### src/rtl/dmux_pkg.sv
// Shared definitions for the dmux_dispatch single-word dispatcher:
// buffer state encoding and default geometry.
package dmux_pkg;

  typedef enum logic {
    ST_EMPTY = 1'b0,
    ST_FULL  = 1'b1
  } state_e;

  localparam int DEF_WIDTH   = 16;
  localparam int DEF_NUM_OUT = 4;
  localparam int DEF_DEST_W  = 2;
  localparam int CNT_W       = 16;

endpackage

### src/rtl/rr_pointer.sv
// Round-robin destination pointer: steps through 0..NUM_OUT-1 on each
// advance and wraps back to 0.
module rr_pointer
  import dmux_pkg::*;
#(
  parameter int NUM_OUT = DEF_NUM_OUT,
  parameter int PTR_W   = DEF_DEST_W
) (
  input  logic             clk,
  input  logic             reset,
  input  logic             adv,
  output logic [PTR_W-1:0] ptr
);

  localparam logic [PTR_W-1:0] LAST = PTR_W'(NUM_OUT - 1);

  logic [PTR_W-1:0] ptr_q;
  logic [PTR_W-1:0] ptr_d;

  // next pointer value
  always_comb begin
    ptr_d = ptr_q;
    if (adv) begin
      if (ptr_q == LAST) begin
        ptr_d = '0;
      end else begin
        ptr_d = ptr_q + PTR_W'(1);
      end
    end else begin
      ptr_d = ptr_q;
    end
  end

  // pointer register
  always_ff @(posedge clk) begin
    if (reset) begin
      ptr_q <= '0;
    end else begin
      ptr_q <= ptr_d;
    end
  end

  assign ptr = ptr_q;

endmodule

### src/rtl/dmux_dispatch.sv
// One-word buffered demultiplexer: captures a producer word and offers it to
// a single consumer chosen by in_dest (directed) or a round-robin pointer.
module dmux_dispatch
  import dmux_pkg::*;
#(
  parameter int WIDTH   = DEF_WIDTH,
  parameter int NUM_OUT = DEF_NUM_OUT,
  parameter int DEST_W  = DEF_DEST_W
) (
  input  logic               clk,
  input  logic               reset,
  input  logic               in_valid,
  output logic               in_ready,
  input  logic [WIDTH-1:0]   in_data,
  input  logic [DEST_W-1:0]  in_dest,
  input  logic               cfg_rr,
  input  logic               flush,
  output logic [NUM_OUT-1:0] out_valid,
  input  logic [NUM_OUT-1:0] out_ready,
  output logic [WIDTH-1:0]   out_data,
  output logic               err_dest,
  output logic [CNT_W-1:0]   disp_count
);

  localparam logic [DEST_W:0] NUM_OUT_L = (DEST_W + 1)'(NUM_OUT);

  state_e             state_q, state_d;
  logic [WIDTH-1:0]   data_q, data_d;
  logic [DEST_W-1:0]  dest_q, dest_d;
  logic               err_q, err_d;
  logic [CNT_W-1:0]   count_q, count_d;

  logic               full_s;
  logic               sel_ready_s;
  logic               in_ready_s;
  logic               hs_s;
  logic               cap_s;
  logic               dest_bad_s;
  logic               keep_s;
  logic [DEST_W-1:0]  cap_dest_s;
  logic [DEST_W-1:0]  rr_ptr_s;
  logic               rr_adv_s;
  logic [NUM_OUT-1:0] out_valid_s;

  rr_pointer #(
    .NUM_OUT (NUM_OUT),
    .PTR_W   (DEST_W)
  ) u_rr_pointer (
    .clk   (clk),
    .reset (reset),
    .adv   (rr_adv_s),
    .ptr   (rr_ptr_s)
  );

  // handshake qualification; in_ready follows the selected consumer while FULL
  always_comb begin
    full_s      = (state_q == ST_FULL);
    sel_ready_s = out_ready[dest_q];
    if (flush) begin
      in_ready_s = 1'b0;
    end else if (full_s) begin
      in_ready_s = sel_ready_s;
    end else begin
      in_ready_s = 1'b1;
    end
    hs_s       = full_s && sel_ready_s && !flush;
    cap_s      = in_valid && in_ready_s;
    cap_dest_s = cfg_rr ? rr_ptr_s : in_dest;
    dest_bad_s = !cfg_rr && ({1'b0, in_dest} >= NUM_OUT_L);
    keep_s     = cap_s && !dest_bad_s;
    rr_adv_s   = cap_s && cfg_rr;
  end

  // next-state and datapath
  always_comb begin
    state_d = state_q;
    data_d  = data_q;
    dest_d  = dest_q;
    err_d   = 1'b0;
    count_d = count_q;
    case (state_q)
      ST_EMPTY: begin
        if (keep_s) state_d = ST_FULL;
        else        state_d = ST_EMPTY;
      end
      ST_FULL: begin
        if (flush)     state_d = ST_EMPTY;
        else if (hs_s) state_d = keep_s ? ST_FULL : ST_EMPTY;
        else           state_d = ST_FULL;
      end
      default: state_d = ST_EMPTY;
    endcase
    if (keep_s) begin
      data_d = in_data;
      dest_d = cap_dest_s;
    end else begin
      data_d = data_q;
      dest_d = dest_q;
    end
    // an out-of-range directed word is swallowed and only reported
    if (cap_s && dest_bad_s) err_d = 1'b1;
    else                     err_d = 1'b0;
    if (hs_s) count_d = count_q + CNT_W'(1);
    else      count_d = count_q;
  end

  // state and datapath registers
  always_ff @(posedge clk) begin
    if (reset) begin
      state_q <= ST_EMPTY;
      data_q  <= '0;
      dest_q  <= '0;
      err_q   <= 1'b0;
      count_q <= '0;
    end else begin
      state_q <= state_d;
      data_q  <= data_d;
      dest_q  <= dest_d;
      err_q   <= err_d;
      count_q <= count_d;
    end
  end

  // one-hot offer to the buffered word's consumer
  always_comb begin
    if (full_s) out_valid_s = NUM_OUT'(1) << dest_q;
    else        out_valid_s = '0;
  end

  assign in_ready   = in_ready_s;
  assign out_valid  = out_valid_s;
  assign out_data   = data_q;
  assign err_dest   = err_q;
  assign disp_count = count_q;

endmodule
### config.mk
export PLATFORM = sky130hd
export DESIGN_NAME = dmux_dispatch
export DESIGN_NICKNAME = d
export VERILOG_FILES = /design/src/rtl/dmux_pkg.sv /design/src/rtl/rr_pointer.sv /design/src/rtl/dmux_dispatch.sv
export SDC_FILE = /design/constraint.sdc
export NUM_CORES = 1
export LEC_CHECK = 0
export ABC_AREA = 1
export CAP_MARGIN = 10
export CORE_MARGIN = 3
export CORE_UTILIZATION = 47
export DETAILED_ROUTE_END_ITERATION = 7
export PLACE_DENSITY = 0.8
export RECOVER_POWER = 50
export SLEW_MARGIN = 10
export SYNTH_ARGS = -nofsm -noshare
export SYNTH_HDL_FRONTEND = slang
export SYNTH_HIERARCHICAL = 1
export SYNTH_SLANG_ARGS = --single-unit
export TNS_END_PERCENT = 30
### constraint.sdc
create_clock -name clk -period 2.02 [get_ports clk]
set_input_delay 0.505 -clock clk [delete_from_list [all_inputs] [get_ports clk]]
set_output_delay 0.505 -clock clk [all_outputs]
set_load 0.005 [all_outputs]
==> summary.txt <==
Outcome
  • Status: completed

Power
  • Leakage: 1.43 nW
  • Power per Cell Area: 587 nW/um^2
  • Maximum VDD drop: 0.499 mV

Setup path
  • CP cell instances: clkdlybuf4s50_1 > nand2_1 > nand2_1 > nand2_2 > nand3_2 > nand2_1 > inv_2 > buf_2
  • Worst Path Buf+Inv: 3
  • Internal reg-to-reg setup slack: 0.40 ns
  • Reg2reg start: dest_q[0]
  • Reg2reg path depth: 11
  • Crit path max fanout: 2
  • Required time of the critical path: 1.51 ns
  • Crit-path leading delay family: buffers and inverters
  • Critical Path Most Common Cell: nand2_1
  • WS Path Type: input pin to output port
  • Crit path largest cell delay: 0.48 ns
  • CP endpoint kind: output port
  • Critical path data arrival time: 1.49 ns
  • CP max stage cell: clkdlybuf4s50_1
  • CP startpoint kind: input pin
  • Critical R2R Capture: u_rr_pointer/ptr[0]

Global routing
  • All-Layer GR Usage: 21.9%
  • First-pass GRT wire length: 9410 um
  • Initial antenna violation count: 0
  • Remaining Overflow, GRT: 0
  • Vias in the first global route: 2166
  • Largest net degree at the start of global routing: 23

STA
  • RSZ-0062 raised after global routing: yes
  • Actual slew at the worst max-slew pin: 0.630 ns
  • Tmin final: 2.00 ns
  • Setup TNS: 0 ns
  • FMAX: 501 MHz
  • Final Skew: 0.00510 ns
  • Final setup vio count: 0
  • Final Max Slew Viols: 0
  • Final period util: 98.8%
  • Slew HR: 57.9%
  • Final hold viol count: 0

Cells and area
  • Final core occ: 70.2%
  • # nets final: 440
  • Layout area overhead: 37.9%
  • Flip-flop and latch area: 748 um^2
  • Layout cells sized above 1: 7.77%
  • Antenna Diode Count: 0
  • Area occupied by multi-input gates: 1020 um^2
  • Fillers: 388

Clock network
  • Clock-pin slew on the worst setup and hold paths: 0.07 ns
  • Cts hold-fix bufs: 0
  • H-tree Lvls: 2
  • CTS Sinks: 37
  • Clock Latency Late Sink: 0.29 ns
  • CTS tree: yes
  • Max Root-Sink Buffers: 2
  • CTS root buffer: clkbuf_8
  • Total CTS buffers: 5

Detailed routing
  • 1st-iter DRT viols: 135
  • DRT antenna net count: 0
  • DR WL/cell: 11.8 um
  • Vias: 2252
  • Via/cell ratio: 4.87
  • Drt first pass iters: 5
  • DRC viols: 0
  • Post-Route WL: 5440 um

Placement
  • Dpl hpwl: 3790 um
  • I/O Buffers: 63
  • GPL Wtd Cong: 0.814

Floorplanning
  • Die width: 73.5 um
  • Cell row count: 23
  • Core area: 4200 um^2
  • Height of the chip: 73.5 um
  • Die area: 5400 um^2
  • I/O pin count: 65
  • Initial Utilization: 50.9%

Synth
  • Top_reg_cell synth: dfxtp_1
  • Leading area contributor after synthesis: dfxtp_1
  • Share of synthesized registers carrying an async set or reset: 0%
  • Post-Synthesis Cells: 347
  • #FFs+latches synth: 37
  • Syn_area_per_cell: 6.17 um^2
  • Syn Std Cell Area: 2140 um^2
  • Synth cell count leaders: nand2_1 (105), inv_1 (75), nor2_1 (39)
  • Area contributors post-synth: dfxtp_1 (35%), nand2_1 (18%), inv_1 (13%), nor2_1 (6.8%), nand4_1 (6.1%)
  • Syn. warnings: 6
  • Sequential area share after synthesis: 34.6%
  • EDFF count, synth: 0
  • Syn Nets: 376
  • Synth cell types: 30
  • Yosys top cell area share: 34.6%
  • Count leader, synth: nand2_1

Hold path
  • Min-delay src: out_data[9]
  • Hold Path Stages: 4
  • Hold Path Class: flop to flop
  • Hold Path Sink: out_data[9]

Run
  • Maxcap violations: 0
worst register-to-register path: cells and delay by family, from the launching register on:
| family | cells | cell delay (ns) |
|---|---|---|
| flops | 1 | 0.38 |
| compound gates | 1 | 0.03 |
| simple gates | 8 | 0.78 |
| buf+inv | 2 | 0.33 |
report_power, final:
group          switching [W]  internal [W]  total (W)
sequential         0.0000218      0.000759   0.000781
combinational       0.000136      0.000145   0.000281
clock               0.000268      0.000401   0.000670
per-stage QoR:
| step | total power (W) | hold WS [ns] | cells | setup WS (ns) | cell area [um^2] |
|---|---|---|---|---|---|
| floorplan | 0.000943 | 0.469 | 347 | 0.325 | 2140 |
| global placement | 0.00107 | 0.489 | 454 | -0.395 | 2810 |
| detailed placement | 0.00108 | 0.501 | 454 | -0.399 | 2810 |
| CTS | 0.00175 | 0.513 | 462 | 0.0128 | 2930 |
| global route | 0.00182 | 0.521 | 462 | -0.0556 | 2950 |
| finish | 0.00173 | 0.512 | 462 | 0.0249 | 2950 |
timing repair:
action / in CTS / in global routing
hold endpoints to repair: 0 / 0
setup buffers: 0 / 0
gates resized for setup: 6 / 8
setup endpoints to repair: 4 / 5
gates cloned: 0 / 0
pin swaps: 1 / 0
logic make-up (layout without fill, tap and decap cells):
kind of cell	Yosys count	after routing	share of synthesized area [%]
other	1	1	0.175
and+or+nand+nor	195	195	40.0
buffers and inverters	92	157	18.1
AOI/OAI and AO/OA	16	16	4.27
DFF	37	37	34.6
adders and majority gates	2	2	1.17
xor gates and xnor gates	4	4	1.64
cells in the final DEF (no fill, tap or decap), drive strengths merged:
| master | netlist | final |
|---|---|---|
| nand4 | 21 | 21 |
| xor2 | 2 | 2 |
| dfxtp | 37 | 37 |
| inv | 78 | 78 |
| nand3b | 2 | 2 |
| nand2 | 107 | 107 |
| ha | 2 | 2 |
| xnor2 | 2 | 2 |
| buf | 11 | 9 |
| conb | 1 | 1 |
| nor3 | 6 | 6 |
| clkbuf | 3 | 6 |
| o21ai | 3 | 3 |
| clkdlybuf4s50 | 0 | 58 |
| bufinv | 0 | 1 |
| a211oi | 1 | 1 |
| a21oi | 10 | 10 |
| clkinvlp | 0 | 1 |
| nand3 | 17 | 17 |
| nor2 | 42 | 42 |
| dlymetal6s2s | 0 | 4 |
| a21boi | 2 | 2 |
flip-flops by register name (all words and copies together) (netlist names):
name              cells
dest_q                2
u_rr_pointer/ptr      2
disp_count           16
full_s                1
out_data             16
metal layers:
layer	GRT usage [%]	part of all wire [%]
met3	4.79	6.6
met5	0	0
met2	38.2	49
met1	26.7	43
met4	6.84	0.94
how the worst max path moves through the flow:
stage	from	end	slack, ns	cells after the start
detailed placement	out_ready[3]	in_ready	-0.40	8
global route	dest_q[0]	out_valid[1]	-0.06	3
floorplan	flush	in_ready	0.33	5
global placement	out_ready[3]	in_ready	-0.39	8
CTS	dest_q[1]	out_valid[2]	0.01	3
finish	out_ready[3]	in_ready	0.02	8
final cells by class:
cell class	count	area share, %
inverter	78	10.0
clock buffer	6	2.80
timing repair buffer	71	24.0
tap	50	2.12
clock inverter	2	1.27
multi-input combinational	218	34.4
sequential	37	25.4
No activity file was read; power rests on OpenSTA's default activity.
